==> config.mk <==
export PLATFORM = sky130hd
export DESIGN_NAME = ladybird_lsu_arbiter_flat
export DESIGN_NICKNAME = d
export VERILOG_FILES = /design/src/rtl/ladybird_config.sv /design/src/rtl/ladybird_lsu_arbiter_if.sv /design/src/rtl/ladybird_rr_arbiter.sv /design/src/rtl/ladybird_lsu_arbiter.sv /design/src/flat_wrapper.sv
export SDC_FILE = /design/constraint.sdc
export NUM_CORES = 1
export LEC_CHECK = 0
export CAP_MARGIN = 20
export CORE_AREA = 2 2 110 112
export DETAILED_ROUTE_END_ITERATION = 8
export DIE_AREA = 0 0 112 114
export PLACE_DENSITY_LB_ADDON = 0.2
export SYNTH_ARGS = -nofsm -noshare
export SYNTH_HDL_FRONTEND = slang
export SYNTH_SLANG_ARGS = --single-unit
==> constraint.sdc <==
create_clock -name clk -period 4.5 [get_ports clk]
set_clock_uncertainty 0.15 [all_clocks]
set_input_delay 0.675 -clock clk [delete_from_list [all_inputs] [get_ports clk]]
set_output_delay 0.675 -clock clk [all_outputs]
set_load 0.05 [all_outputs]
==> src/rtl/ladybird_config.sv <==
// ============================================================================
// Module : ladybird_config (package)
// Brief  : Shared ladybird constants, LSU arbiter state encoding.
// Rev    : 1.0
// ============================================================================
`default_nettype none

package ladybird_config;

  localparam int XLEN                    = 32;
  localparam int LSU_ARB_TIMEOUT_DEFAULT = 1024;

  typedef enum logic [1:0] {
    ARB_IDLE  = 2'd0,
    ARB_WAIT  = 2'd1,
    ARB_DRAIN = 2'd2
  } lsu_arb_state_t;

endpackage

`default_nettype wire

==> src/rtl/ladybird_lsu_arbiter_if.sv <==
// ============================================================================
// Module : ladybird_lsu_arbiter_if
// Brief  : Requester-side and LSU-side buses of the shared LSU port.
// Rev    : 1.0
// ============================================================================
`default_nettype none

interface ladybird_lsu_arbiter_if
  import ladybird_config::*;
#(
  parameter int N_REQ = 2
) ();

  logic [N_REQ-1:0]           req_valid;
  logic [N_REQ-1:0]           req_ready;
  logic [N_REQ-1:0][XLEN-1:0] req_addr;
  logic [N_REQ-1:0][XLEN-1:0] req_data;
  logic [N_REQ-1:0]           req_we;
  logic [N_REQ-1:0][2:0]      req_funct;
  logic [N_REQ-1:0]           req_fence;
  logic [N_REQ-1:0]           rsp_valid;
  logic [XLEN-1:0]            rsp_data;
  logic [N_REQ-1:0]           rsp_error;

  logic                       lsu_valid;
  logic                       lsu_ready;
  logic [XLEN-1:0]            lsu_addr;
  logic [XLEN-1:0]            lsu_data;
  logic                       lsu_we;
  logic [2:0]                 lsu_funct;
  logic                       lsu_fence;
  logic                       lsu_rsp_valid;
  logic [XLEN-1:0]            lsu_rsp_data;

  // Arbiter side
  modport slave (
    input  req_valid, req_addr, req_data, req_we, req_funct, req_fence,
    input  lsu_ready, lsu_rsp_valid, lsu_rsp_data,
    output req_ready, rsp_valid, rsp_data, rsp_error,
    output lsu_valid, lsu_addr, lsu_data, lsu_we, lsu_funct, lsu_fence
  );

  // Requesters plus LSU environment side
  modport master (
    output req_valid, req_addr, req_data, req_we, req_funct, req_fence,
    output lsu_ready, lsu_rsp_valid, lsu_rsp_data,
    input  req_ready, rsp_valid, rsp_data, rsp_error,
    input  lsu_valid, lsu_addr, lsu_data, lsu_we, lsu_funct, lsu_fence
  );

endinterface

`default_nettype wire

==> src/rtl/ladybird_rr_arbiter.sv <==
// ============================================================================
// Module : ladybird_rr_arbiter
// Brief  : Combinational N-way round-robin pick; scans ptr+1 .. ptr (mod N).
// Rev    : 1.0
// ============================================================================
`default_nettype none

module ladybird_rr_arbiter #(
  parameter int N  = 2,
  parameter int IW = $clog2(N)
) (
  input  logic [N-1:0]  req,
  input  logic [IW-1:0] ptr,
  output logic [N-1:0]  grant,
  output logic [IW-1:0] idx,
  output logic          any
);

  always_comb begin
    int j;
    j     = 0;
    grant = '0;
    idx   = '0;
    any   = 1'b0;
    for (int i = 1; i <= N; i++) begin
      j = (int'(ptr) + i) % N;
      if (!any && req[IW'(j)]) begin
        any             = 1'b1;
        grant[IW'(j)]   = 1'b1;
        idx             = IW'(j);
      end
    end
  end

endmodule

`default_nettype wire

==> src/rtl/ladybird_lsu_arbiter.sv <==
// ============================================================================
// Module : ladybird_lsu_arbiter
// Brief  : Round-robin share of the single-outstanding LSU data port.
//          Optional WAIT timeout: LADYBIRD_LSU_ARB_TIMEOUT_EN.
// Rev    : 1.0
// ============================================================================
`default_nettype none

module ladybird_lsu_arbiter
  import ladybird_config::*;
#(
  parameter int N_REQ          = 2,
  parameter int TIMEOUT_CYCLES = LSU_ARB_TIMEOUT_DEFAULT
) (
  input  logic                   clk,
  input  logic                   rst,
  ladybird_lsu_arbiter_if.slave  bus,
  output logic                   busy
);

  localparam int IW = $clog2(N_REQ);

  lsu_arb_state_t   state, state_nxt;
  logic [IW-1:0]    rr_ptr, lock_id, owner, winner, arb_idx;
  logic             lock_vld, arb_any, req_any;
  logic [N_REQ-1:0] arb_grant, win_onehot;

  ladybird_rr_arbiter #(.N(N_REQ), .IW(IW)) u_rr (
    .req   (bus.req_valid),
    .ptr   (rr_ptr),
    .grant (arb_grant),
    .idx   (arb_idx),
    .any   (arb_any)
  );

  // A stalled grant stays with its requester even if others raise valid.
  assign winner     = lock_vld ? lock_id : arb_idx;
  assign win_onehot = lock_vld ? (N_REQ'(1) << lock_id) : arb_grant;
  assign req_any    = arb_any | lock_vld;
  assign busy       = (state != ARB_IDLE);

`ifdef LADYBIRD_LSU_ARB_TIMEOUT_EN
  localparam logic [15:0] TIMEOUT_LAST = 16'(TIMEOUT_CYCLES - 1);
  logic [15:0] wait_cnt;

  always_ff @(posedge clk or posedge rst) begin
    if (rst) begin
      wait_cnt <= '0;
    end else if (state == ARB_WAIT) begin
      wait_cnt <= wait_cnt + 16'd1;
    end else begin
      wait_cnt <= '0;
    end
  end
`else
  if (TIMEOUT_CYCLES < 1) begin : g_timeout_unused
  end
`endif

  always_comb begin
    state_nxt     = state;
    bus.lsu_valid = 1'b0;
    bus.lsu_addr  = '0;
    bus.lsu_data  = '0;
    bus.lsu_we    = 1'b0;
    bus.lsu_funct = '0;
    bus.lsu_fence = 1'b0;
    bus.req_ready = '0;
    bus.rsp_valid = '0;
    bus.rsp_data  = '0;
    bus.rsp_error = '0;
    case (state)
      ARB_IDLE: begin
        if (req_any) begin
          bus.lsu_valid = 1'b1;
          bus.lsu_addr  = bus.req_addr[winner];
          bus.lsu_data  = bus.req_data[winner];
          bus.lsu_we    = bus.req_we[winner];
          bus.lsu_funct = bus.req_funct[winner];
          bus.lsu_fence = bus.req_fence[winner];
          bus.req_ready = win_onehot & {N_REQ{bus.lsu_ready}};
          if (bus.lsu_ready) state_nxt = ARB_WAIT;
        end
      end
      ARB_WAIT: begin
        if (bus.lsu_rsp_valid) begin
          bus.rsp_valid[owner] = 1'b1;
          bus.rsp_data         = bus.lsu_rsp_data;
          state_nxt            = ARB_IDLE;
        end
`ifdef LADYBIRD_LSU_ARB_TIMEOUT_EN
        else if (wait_cnt == TIMEOUT_LAST) begin
          bus.rsp_valid[owner] = 1'b1;
          bus.rsp_error[owner] = 1'b1;
          state_nxt            = ARB_DRAIN;
        end
`endif
      end
`ifdef LADYBIRD_LSU_ARB_TIMEOUT_EN
      // The abandoned LSU response still arrives; swallow it here.
      ARB_DRAIN: begin
        if (bus.lsu_rsp_valid) state_nxt = ARB_IDLE;
      end
`endif
      default: state_nxt = ARB_IDLE;
    endcase
  end

  always_ff @(posedge clk or posedge rst) begin
    if (rst) begin
      state    <= ARB_IDLE;
      rr_ptr   <= IW'(N_REQ - 1);
      lock_vld <= 1'b0;
      lock_id  <= '0;
      owner    <= '0;
    end else begin
      state <= state_nxt;
      if (state == ARB_IDLE && req_any) begin
        if (bus.lsu_ready) begin
          owner    <= winner;
          rr_ptr   <= winner;
          lock_vld <= 1'b0;
        end else begin
          lock_vld <= 1'b1;
          lock_id  <= winner;
        end
      end
    end
  end

endmodule

`default_nettype wire

==> src/flat_wrapper.sv <==
// flat-port wrapper written by rule: the top's interface ports become plain ports
module ladybird_lsu_arbiter_flat import ladybird_config::*;
#(
  parameter int N_REQ          = 2,
  parameter int TIMEOUT_CYCLES = LSU_ARB_TIMEOUT_DEFAULT
)
  (clk, rst, busy, bus_req_valid, bus_req_addr, bus_req_data, bus_req_we, bus_req_funct, bus_req_fence, bus_lsu_ready, bus_lsu_rsp_valid, bus_lsu_rsp_data, bus_req_ready, bus_rsp_valid, bus_rsp_data, bus_rsp_error, bus_lsu_valid, bus_lsu_addr, bus_lsu_data, bus_lsu_we, bus_lsu_funct, bus_lsu_fence);
  ladybird_lsu_arbiter_if #(.N_REQ(N_REQ)) bus_i ();
  input  logic clk;
  input  logic rst;
  output logic busy;
  input wire logic [$bits(bus_i.req_valid)-1:0] bus_req_valid;
  input wire logic [$bits(bus_i.req_addr)-1:0] bus_req_addr;
  input wire logic [$bits(bus_i.req_data)-1:0] bus_req_data;
  input wire logic [$bits(bus_i.req_we)-1:0] bus_req_we;
  input wire logic [$bits(bus_i.req_funct)-1:0] bus_req_funct;
  input wire logic [$bits(bus_i.req_fence)-1:0] bus_req_fence;
  input wire logic [$bits(bus_i.lsu_ready)-1:0] bus_lsu_ready;
  input wire logic [$bits(bus_i.lsu_rsp_valid)-1:0] bus_lsu_rsp_valid;
  input wire logic [$bits(bus_i.lsu_rsp_data)-1:0] bus_lsu_rsp_data;
  output wire logic [$bits(bus_i.req_ready)-1:0] bus_req_ready;
  output wire logic [$bits(bus_i.rsp_valid)-1:0] bus_rsp_valid;
  output wire logic [$bits(bus_i.rsp_data)-1:0] bus_rsp_data;
  output wire logic [$bits(bus_i.rsp_error)-1:0] bus_rsp_error;
  output wire logic [$bits(bus_i.lsu_valid)-1:0] bus_lsu_valid;
  output wire logic [$bits(bus_i.lsu_addr)-1:0] bus_lsu_addr;
  output wire logic [$bits(bus_i.lsu_data)-1:0] bus_lsu_data;
  output wire logic [$bits(bus_i.lsu_we)-1:0] bus_lsu_we;
  output wire logic [$bits(bus_i.lsu_funct)-1:0] bus_lsu_funct;
  output wire logic [$bits(bus_i.lsu_fence)-1:0] bus_lsu_fence;
  assign bus_i.req_valid = bus_req_valid;
  assign bus_i.req_addr = bus_req_addr;
  assign bus_i.req_data = bus_req_data;
  assign bus_i.req_we = bus_req_we;
  assign bus_i.req_funct = bus_req_funct;
  assign bus_i.req_fence = bus_req_fence;
  assign bus_i.lsu_ready = bus_lsu_ready;
  assign bus_i.lsu_rsp_valid = bus_lsu_rsp_valid;
  assign bus_i.lsu_rsp_data = bus_lsu_rsp_data;
  assign bus_req_ready = bus_i.req_ready;
  assign bus_rsp_valid = bus_i.rsp_valid;
  assign bus_rsp_data = bus_i.rsp_data;
  assign bus_rsp_error = bus_i.rsp_error;
  assign bus_lsu_valid = bus_i.lsu_valid;
  assign bus_lsu_addr = bus_i.lsu_addr;
  assign bus_lsu_data = bus_i.lsu_data;
  assign bus_lsu_we = bus_i.lsu_we;
  assign bus_lsu_funct = bus_i.lsu_funct;
  assign bus_lsu_fence = bus_i.lsu_fence;
  ladybird_lsu_arbiter #(.N_REQ(N_REQ), .TIMEOUT_CYCLES(TIMEOUT_CYCLES)) u_core (.clk(clk), .rst(rst), .bus(bus_i), .busy(busy));
endmodule
# Word-level counts from Yosys, hierarchy flattened
# Index checks and enable logic that the tools add are counted.
[classes]
reduce_logical = 11
n_eq_ne = 4
add_sub_neg = 2
bitwise_logic = 4
shifts = 1
muxes = 51
n_lt_le_gt_ge = 7
[ops]
columns = ["cell", "count"]
rows = [
  ["$mux W32", 10],
  ["$mux W1", 23],
  ["$mux W2", 10],
  ["$mux W3", 4],
  ["$lt A1 B3 Y1 const B", 2],
  ["$logic_and A1 B1 Y1", 5],
  ["$lt A1 B2 Y1 const B", 2],
  ["$ne A2 B2 Y1 const B", 2],
  ["$pmux W2 S2", 1],
  ["$reduce_and A2 Y1", 2],
  ["$demux W1 S1", 3],
  ["$ge A1 B1 Y1 const B", 3],
  ["$reduce_and A3 Y1", 1],
  ["$add A1 B1 Y1 const B", 2],
  ["$and A2 B2 Y2", 1],
  ["$eq A2 B1 Y1 const B", 1],
  ["$logic_not A2 Y1", 1],
  ["$ne A2 B1 Y1 const B", 1],
  ["$or A2 B2 Y2", 1],
  ["$reduce_bool A2 Y1", 1],
  ["$shl A1 B1 Y2 const A", 1],
  ["$logic_not A1 Y1", 1],
  ["$not A1 Y1", 1],
  ["$or A1 B1 Y1", 1],
]
[word_totals]
inputBits = 176
reg_bits = 6

# Longest topological paths before layout
# Gate-level depths: netlist of run 1.
[depth]
ltp_word = 13
mapped_depth = 6

# By module
# From an unflattened synthesis of run 1, not the netlist that was laid out.
[hier_totals]
hier_cells = 304
hier_area_um2 = 1544.0
[modules_own_cells]
columns = ["mod", "cells_each", "area_per_inst_um2", "instances"]
rows = [
  ["ladybird_lsu_arbiter", 299, 1508.9, 1],
  ["ladybird_rr_arbiter", 5, 35.0, 1],
]

# Least setup slack after synthesis of run 1
# Ideal clock, no wire load.
[synth_path]
path_kind = "register -> output"
startpoint = "register u_core.state[0]"
endpoint = "output bus_req_ready[0]"
required_ns = 3.675
path_buffers = 2
path_stages_with_launch = 6
setup_slack_ns = 1.701
arrival_time_ns = 1.974
cell_sequence = "dfrtp_1 o21ba_2 buf_2 buf_2 nand2_1 nor2b_1"
[synth_via]
elab_chain_cells = 2
[synth_lines]
columns = ["item", "line_no", "source"]
rows = [
  ["start, declared", "ladybird_lsu_arbiter.sv:23", "lsu_arb_state_t state, state_nxt;"],
  ["start signal, assigned", "ladybird_lsu_arbiter.sv:117", "state <= state_nxt;"],
  ["$logic_not A2 Y1", "ladybird_lsu_arbiter.sv:72", "case (state)"],
  ["$mux W2", "ladybird_lsu_arbiter.sv:72", ""],
  ["end, declared", "flat_wrapper.sv:21", "output wire logic [$bits(bus_i.req_ready)-1:0] bus_req_ready;"],
]
# Every way passes these cells.

# Worst setup path in the final report of run 1
[layout_path]
startpoint = "input bus_lsu_rsp_valid"
endpoint = "output bus_rsp_data[16]"
[layout_via]
elab_chain_cells = 2
[layout_lines]
columns = ["item", "line_no", "source"]
rows = [
  ["start, declared", "flat_wrapper.sv:19", "input wire logic [$bits(bus_i.lsu_rsp_valid)-1:0] bus_lsu_rsp_valid;"],
  ["$mux W32", "ladybird_lsu_arbiter.sv:86", "if (bus.lsu_rsp_valid) begin"],
  ["$mux W32", "ladybird_lsu_arbiter.sv:72", ""],
  ["end, declared", "flat_wrapper.sv:23", "output wire logic [$bits(bus_i.rsp_data)-1:0] bus_rsp_data;"],
]
# Every way passes these cells.

==> results of run 1 <==
[how the worst max path moves through the flow]
stage / start / to / slack (ns)
2_1_floorplan: u_core.state[0] / bus_req_ready[0] / 1.70
3_3_place_gp: bus_lsu_rsp_valid / bus_rsp_valid[0] / 0.92
3_5_place_dp: bus_lsu_rsp_valid / bus_rsp_data[21] / 0.93
4_1_cts: bus_lsu_rsp_valid / bus_rsp_data[21] / 0.94
5_1_grt: bus_lsu_rsp_valid / bus_rsp_valid[0] / 0.84
6_report: bus_lsu_rsp_valid / bus_rsp_data[16] / 0.98
[per-stage QoR]
stage	util [%]	power (mW)	std cells	hold WS, ns
finish	35.9	2.23	569	0.379
global placement	35.2	2.11	565	0.368
floorplan	-	1.52	163	0.303
detailed placement	35.2	2.11	565	0.371
global route	35.9	2.34	569	0.385
CTS	35.9	2.26	569	0.375
[routing by layer]
metal / vias up / wire [µm] / track usage (%)
li1: 1226 / - / -
met1: 1146 / 3270 / 13.8
met2: 158 / 4560 / 22.7
met3: 2 / 929 / 3.40
met4: 0 / 13 / 1.54
met5: - / 0 / 0
[cell type report]
cell class                 count  area [µm²]  share of cell area (%)
timing repair buffer         287        2700                    64.1
multi-input combinational    123        1110                    26.4
tap                          147         184                    4.37
sequential                     5         126                    3.01
clock buffer                   4        78.8                    1.88
inverter                       3        11.3                   0.268
[critical path, delay by kind of cell]
kind | cells | cell delay (ns)
buffers and inverters | 3 | 1.83
and+or+nand+nor | 1 | 0.19
[state kept, by name, indices dropped and copies added, names as in the netlist]
register / count
u_core.owner: 1
u_core.lock_id: 1
u_core.rr_ptr: 1
u_core.state: 1
u_core.lock_vld: 1
[power groups by stage]
stage                     clock [mW]  combinational (mW)  sequential [mW]
after floorplan                    0                1.43           0.0902
after global placement             0                2.01            0.101
after detailed placement           0                2.00            0.102
after CTS                      0.149                2.01            0.102
after global routing           0.152                2.08            0.108
final                          0.147                1.99            0.101
[cells by family (layout without fill, tap and decap cells)]
group                  count (synthesis)  count (layout)  share of synthesized area [%]
flip-flops                             5               5                           9.03
other                                  1               2                          0.268
buffers and inverters                 35             294                           12.7
AND/OR/NAND/NOR                       40              40                           17.1
AO/OA/AOI/OAI                         81              81                           60.9
[cells in the final DEF (no fill, tap or decap)]
master / n
sky130_fd_sc_hd__a21oi_1: 5
sky130_fd_sc_hd__a21oi_4: 1
sky130_fd_sc_hd__a22o_2: 1
sky130_fd_sc_hd__a31oi_1: 3
sky130_fd_sc_hd__and3_1: 33
sky130_fd_sc_hd__buf_12: 1
sky130_fd_sc_hd__buf_4: 75
sky130_fd_sc_hd__clkbuf_1: 1
sky130_fd_sc_hd__clkbuf_16: 3
sky130_fd_sc_hd__clkdlybuf4s50_1: 211
sky130_fd_sc_hd__conb_1: 2
sky130_fd_sc_hd__dfrtp_1: 4
sky130_fd_sc_hd__dfstp_2: 1
sky130_fd_sc_hd__inv_1: 3
sky130_fd_sc_hd__nand2_1: 3
sky130_fd_sc_hd__nor2_1: 1
sky130_fd_sc_hd__nor2_2: 1
sky130_fd_sc_hd__nor2b_1: 1
sky130_fd_sc_hd__nor3_1: 1
sky130_fd_sc_hd__o21ai_0: 1
sky130_fd_sc_hd__o21ba_2: 1
sky130_fd_sc_hd__o221a_2: 69
==> tab_implementation.tex, run 1 <==
\begin{tabular}{lr}
\hline
Metric & Value \\
\hline
\multicolumn{2}{l}{\textbf{Run status}} \\
Run status & finished clean \\
\multicolumn{2}{l}{\textbf{Clock tree}} \\
Number of buffers added to fix hold violations after cts & 0 \\
Clock root buffer & sky130\_fd\_sc\_hd\_\_clkbuf\_16 \\
Clock slew at the register clock pins of the worst setup and hold paths & 0.03 ns \\
Number of clock sinks & 5 \\
CTS HTree Levels & 1 \\
Post-CTS resize count & 0 \\
Number of buffers added by the clock tree synthesis step & 3 \\
Clock latency at the later pin of the worst-skew pair & 0.23 ns \\
TritonCTS clock tree & built \\
Post-CTS Repair Setup Buffers & 0 \\
Clock Tree Buf Depth & 2 \\
\multicolumn{2}{l}{\textbf{Floorplanning}} \\
Area of the core & 0.0117 mm² \\
Number of top-level design ports & 285 \\
Rows & 40 \\
Height of the die & 114 µm \\
Initial core utilization & 12.0\% \\
Overall die width & 112 µm \\
Total die area & 0.0128 mm² \\
\multicolumn{2}{l}{\textbf{Finish}} \\
N\_diodes & 0 \\
Final std cell area, no fill & 0.00420 mm² \\
Fraction of final layout cells sized beyond drive strength 1 & 36.3\% \\
Layout filler cell count & 1216 \\
Final nets & 599 \\
Area grow syn2layout & 200\% \\
\multicolumn{2}{l}{\textbf{Power and ir drop}} \\
Fraction of power consumed by sequential logic & 4.5\% \\
Power share of the combinational group & 88.9\% \\
Net load switching power & 1.35 mW \\
Clock power share & 6.6\% \\
Cell internal power dissipation & 881 µW \\
Highest ir drop seen on vdd & 250 µV \\
Fraction of power spent switching nets & 60.5\% \\
Power density over cell area & 531 mW/mm² \\
Lkg Pwr & 1.81 nW \\
\multicolumn{2}{l}{\textbf{Route}} \\
DRC violations left & 0 \\
Drt wl/cell & 15.4 µm \\
Post-Route WL & 8770 µm \\
Via-per-instance ratio & 4.45 \\
Starting DRT DRC Count & 156 \\
First-pass DRT Iterations & 4 \\
Vias after detailed routing & 2532 \\
Final antenna-violating net count & 0 \\
\multicolumn{2}{l}{\textbf{Synthesis}} \\
Count of flip-flops with a built-in enable after synthesis & 0 \\
Most frequent cells after synthesis & sky130\_fd\_sc\_hd\_\_o221a\_2 (69), sky130\_fd\_sc\_hd\_\_and3\_1 (33), sky130\_fd\_sc\_hd\_\_clkbuf\_1 (14) \\
Most common flop cell mapped by yosys & sky130\_fd\_sc\_hd\_\_dfrtp\_1 \\
Most used standard cell by instance count after synthesis & sky130\_fd\_sc\_hd\_\_o221a\_2 \\
Top cell type's share of synthesized area & 55.5\% \\
Count of cell types in the netlist & 21 \\
Syn avg cell area & 8.64 µm² \\
Cell area after technology mapping & 0.00140 mm² \\
Top cell type by total area after synthesis & sky130\_fd\_sc\_hd\_\_o221a\_2 \\
Number of instances in the synthesized netlist & 162 \\
Yosys warning total & 0 \\
Top cells by area, synth & sky130\_fd\_sc\_hd\_\_o221a\_2 (55\%), sky130\_fd\_sc\_hd\_\_and3\_1 (15\%), sky130\_fd\_sc\_hd\_\_dfrtp\_1 (7.1\%) \\
Part of the Yosys area used for sequential elements & 9.03\% \\
Flop and latch count out of synthesis & 5 \\
FFs w/ async S/R, synth & 100\% \\
\multicolumn{2}{l}{\textbf{Min path}} \\
Type of the tightest min-delay check & flop to flop \\
Worst hold path endpoint & u\_core.rr\_ptr \\
HP Start & u\_core.rr\_ptr \\
Worst hold path depth & 2 \\
\multicolumn{2}{l}{\textbf{Critical path}} \\
Category of the worst setup path launch point & input port \\
Slowest Stage Delay on Critical Path & 0.81 ns \\
Most numerous cell on the critical path & sky130\_fd\_sc\_hd\_\_clkdlybuf4s50\_1 \\
Endpoint of the most critical register-to-register path & u\_core.lock\_id \\
Endpoint arrival time on the critical path & 2.69 ns \\
Slowest stage cell on the critical path & sky130\_fd\_sc\_hd\_\_clkdlybuf4s50\_1 \\
Worst r2r src & u\_core.state[0] \\
Reg2reg setup slack & 2.59 ns \\
Setup Crit Path Kind & input port to output port \\
Highest net fanout along the worst path & 19 \\
Endpoint type of the worst setup path & output port \\
Crit path cell chain & clkdlybuf4s50\_1 -> buf\_4 -> and3\_1 -> clkdlybuf4s50\_1 \\
Worst Reg2Reg Path Length in Cells & 4 \\
Data required time at the worst endpoint & 3.67 ns \\
\multicolumn{2}{l}{\textbf{Timing}} \\
Headroom to the max-slew limit & 44.5\% \\
RSZ-0062 raised after global routing & no \\
Fin crit period & 3.52 ns \\
Final worst setup slack & 0.980 ns \\
Worst Tran Pin Value & 0.833 ns \\
Maximum operating frequency & 0.284 GHz \\
Hold Fails Final Rpt & 0 \\
Aggregate negative setup slack & 0 ns \\
Share of the cycle needed by the critical path after routing & 78.2\% \\
Finish-stage setup viols & 0 \\
Fin. max-slew vios & 0 \\
\multicolumn{2}{l}{\textbf{GRT}} \\
Vias in the first global route & 2408 \\
Overall overflow remaining after global route & 0 \\
Pin count of the biggest net entering global routing & 51 \\
Number of antenna violations at the first check in global routing & 0 \\
Global-route wire length before repair & 12600 µm \\
GR Util All Layers & 12.0\% \\
\multicolumn{2}{l}{\textbf{Flow run}} \\
Max-cap viol count & 0 \\
\multicolumn{2}{l}{\textbf{Placement}} \\
DP HPWL & 6980 µm \\
Count of buffers inserted at the top-level ports & 281 \\
Final estimated routing congestion in global placement & 0.716 \\
Post-placement setup slack & 0.934 ns \\
Area after DPL & 0.00413 mm² \\
\hline
\end{tabular}
Note: power is estimated with default switching activity, not from simulation.
==> run 2, diff against run 1 <==
- CORE_AREA: 2 2 110 112 -> 2 2 109 111
- DIE_AREA: 0 0 112 114 -> 0 0 111 113
- clock period: 4.5 -> 3.5 ns (I/O delays scaled with it)
==> run 2 against run 1 <==
Critical path depth is the same; first-iteration DRC count grew 24%; wire length grew 5.0%; cell area grew 19%; non-clock buffer count is the same; combinational power grew 70%; cell count shrank 0.70%; total power grew 65%; sequential share of layout area shrank 0.48 points; via count grew 1.7%; hold slack lost 0.029 ns; sequential power grew 18%.
==> tab_implementation.tex, run 2 (synthesis gave the netlist of run 1 again) <==
\begin{tabular}{lr}
\hline
Metric & Value \\
\hline
\multicolumn{2}{l}{\textbf{Run status}} \\
Run status & finished clean \\
\multicolumn{2}{l}{\textbf{Critical path}} \\
Crit path cell chain & clkdlybuf4s50\_1 -> inv\_1 -> nor3\_1 -> clkdlybuf4s50\_1 \\
Highest net fanout along the worst path & 7 (-12) \\
Worst r2r src & u\_core.state[0] \\
Family with the most delay on the worst path & buffers and inverters \\
Endpoint of the most critical register-to-register path & u\_core.lock\_id \\
Most numerous cell on the critical path & sky130\_fd\_sc\_hd\_\_clkdlybuf4s50\_1 \\
Worst Reg2Reg Path Length in Cells & 4 (unchanged) \\
Endpoint type of the worst setup path & output port \\
Count of cell instances traversed by the critical path & 4 (unchanged) \\
Data required time at the worst endpoint & 2.82 ns (-0.85 ns) \\
Slowest Stage Delay on Critical Path & 0.85 ns (+0.04 ns) \\
Reg2reg setup slack & 1.87 ns (-0.72 ns) \\
Buf/Inv on CP & 3 (unchanged) \\
Category of the worst setup path launch point & input port \\
Startpoint of the most critical setup path & bus\_lsu\_ready \\
Setup Crit Path Kind & input port to output port \\
Slowest stage cell on the critical path & sky130\_fd\_sc\_hd\_\_clkdlybuf4s50\_1 \\
Endpoint arrival time on the critical path & 2.29 ns (-0.40 ns) \\
\multicolumn{2}{l}{\textbf{Flow run}} \\
Max-cap viol count & 0 (unchanged) \\
\multicolumn{2}{l}{\textbf{Clock tree}} \\
Post-CTS resize count & 0 (unchanged) \\
Number of clock sinks & 5 (unchanged) \\
Clock Tree Buf Depth & 2 (unchanged) \\
TritonCTS clock tree & built \\
Clock slew at the register clock pins of the worst setup and hold paths & 0.03 ns (about the same) \\
Post-CTS Repair Setup Buffers & 0 (unchanged) \\
Clock root buffer & sky130\_fd\_sc\_hd\_\_clkbuf\_16 \\
CTS HTree Levels & 1 (unchanged) \\
Clock latency at the later pin of the worst-skew pair & 0.23 ns (about the same) \\
Number of buffers added by the clock tree synthesis step & 3 (unchanged) \\
Number of buffers added to fix hold violations after cts & 0 (unchanged) \\
\multicolumn{2}{l}{\textbf{Finish}} \\
Most common cell after layout, fill and taps aside & sky130\_fd\_sc\_hd\_\_clkdlybuf4s50\_1 \\
Post-layout util & 44.5\% (+8.6 points) \\
Fraction of final layout cells sized beyond drive strength 1 & 44.5\% (+8.3 points) \\
Area grow syn2layout & 258\% \\
Commonest cells after routing, fill and taps aside & sky130\_fd\_sc\_hd\_\_clkdlybuf4s50\_1 (176), sky130\_fd\_sc\_hd\_\_buf\_12 (73), sky130\_fd\_sc\_hd\_\_o221a\_2 (69) \\
N\_diodes & 0 (unchanged) \\
Final nets & 599 (unchanged) \\
\multicolumn{2}{l}{\textbf{Route}} \\
Drt wl/cell & 16.3 µm (+5.8\%) \\
Via-per-instance ratio & 4.56 (+2.5\%) \\
DRC violations left & 0 (unchanged) \\
First-pass DRT Iterations & 5 (+1) \\
Vias after detailed routing & 2576 (+1.7\%) \\
Final antenna-violating net count & 0 (unchanged) \\
Starting DRT DRC Count & 193 (+24\%) \\
Post-Route WL & 9220 µm (+5.0\%) \\
\multicolumn{2}{l}{\textbf{Timing}} \\
Worst Tran Pin Value & 0.824 ns (-0.00871 ns) \\
Headroom to the max-slew limit & 44.9\% (+0.41 points) \\
Post-Route Hold Slack & 0.349 ns (-0.0292 ns) \\
Hold Fails Final Rpt & 0 (unchanged) \\
Fin crit period & 2.97 ns \\
Fin. max-slew vios & 0 (unchanged) \\
Final worst setup slack & 0.532 ns (-0.449 ns) \\
Maximum operating frequency & 0.337 GHz \\
RSZ-0062 raised after global routing & no \\
Finish-stage setup viols & 0 (unchanged) \\
Aggregate negative setup slack & 0 ns (unchanged) \\
Share of the cycle needed by the critical path after routing & 84.8\% \\
\multicolumn{2}{l}{\textbf{Floorplanning}} \\
Number of top-level design ports & 285 (unchanged) \\
Total die area & 0.0125 mm² (-1.8\%) \\
Rows & 39 (-2.5\%) \\
Overall die width & 111 µm (-0.89\%) \\
Initial core utilization & 12.4\% (+0.47 points) \\
Area of the core & 0.0113 mm² (-3.7\%) \\
Height of the die & 113 µm (-0.88\%) \\
\multicolumn{2}{l}{\textbf{Power and ir drop}} \\
Total power draw & 3.68 mW (+65\%) \\
Power density over cell area & 735 mW/mm² (+38\%) \\
Lkg Pwr & 2.13 nW (+18\%) \\
Highest ir drop seen on vdd & 374 µV (+50\%) \\
\multicolumn{2}{l}{\textbf{Placement}} \\
Final estimated routing congestion in global placement & 0.750 (+4.7\%) \\
Post-placement setup slack & 0.541 ns (-0.393 ns) \\
Count of buffers inserted at the top-level ports & 281 (unchanged) \\
DP HPWL & 7240 µm (+3.7\%) \\
\multicolumn{2}{l}{\textbf{GRT}} \\
Global-route wire length before repair & 14100 µm (+11\%) \\
Number of antenna violations at the first check in global routing & 0 (unchanged) \\
Pin count of the biggest net entering global routing & 74 (+45\%) \\
GR Util All Layers & 13.5\% (+1.5 points) \\
Vias in the first global route & 2557 (+6.2\%) \\
Overall overflow remaining after global route & 0 (unchanged) \\
\multicolumn{2}{l}{\textbf{Min path}} \\
Type of the tightest min-delay check & input port to asynchronous set/reset pin \\
\hline
\end{tabular}
-- run 2: power breakdown --
part / total [mW] / switching, mW / internal, mW
sequential: 0.119 / 0.0333 / 0.0853
clock: 0.189 / 0.0377 / 0.151
combinational: 3.38 / 1.83 / 1.55
total: 3.68 / 1.90 / 1.79
-- run 2: worst max-delay path by stage --
stage | endpoint | slack (ns)
global route | bus_req_ready[1] | 0.42
detailed placement | bus_req_ready[1] | 0.54
global placement | bus_req_ready[1] | 0.54
CTS | bus_req_ready[1] | 0.53
finish | bus_req_ready[1] | 0.53
floorplan | bus_req_ready[0] | 0.85
-- run 2: per-layer routing --
| layer | part of all wire [%] | GRT usage [%] | wire (µm) |
|---|---|---|---|
| met1 | 38 | 16.1 | 3480 |
| met3 | 7.9 | 3.05 | 732 |
| met4 | 1.4 | 2.75 | 126 |
| met5 | 0 | 0 | 0 |
| met2 | 53 | 24.9 | 4880 |
-- run 2: stage by stage --
step / cells / area [µm²]
5_1_grt: 565 / 5010
6_report: 565 / 5010
4_1_cts: 565 / 5010
2_1_floorplan: 163 / 1400
3_3_place_gp: 561 / 4930
3_5_place_dp: 561 / 4930
-- run 2: worst reg2reg max path, delay by kind of cell (launching register included) --
kind,cells,cell delay (ns)
AO/OA/AOI/OAI,3,0.58
buffers and inverters,1,0.33
flip-flops,1,0.48
-- run 2: final cells by class --
cell class              count  area (µm²)
clock buffers               4        78.8
well taps                 143         179
repair buffers            287        3510
fillers                  1055        6260
inverters                   3        11.3
flip-flops and latches      5         126
multi-input cells         123        1110
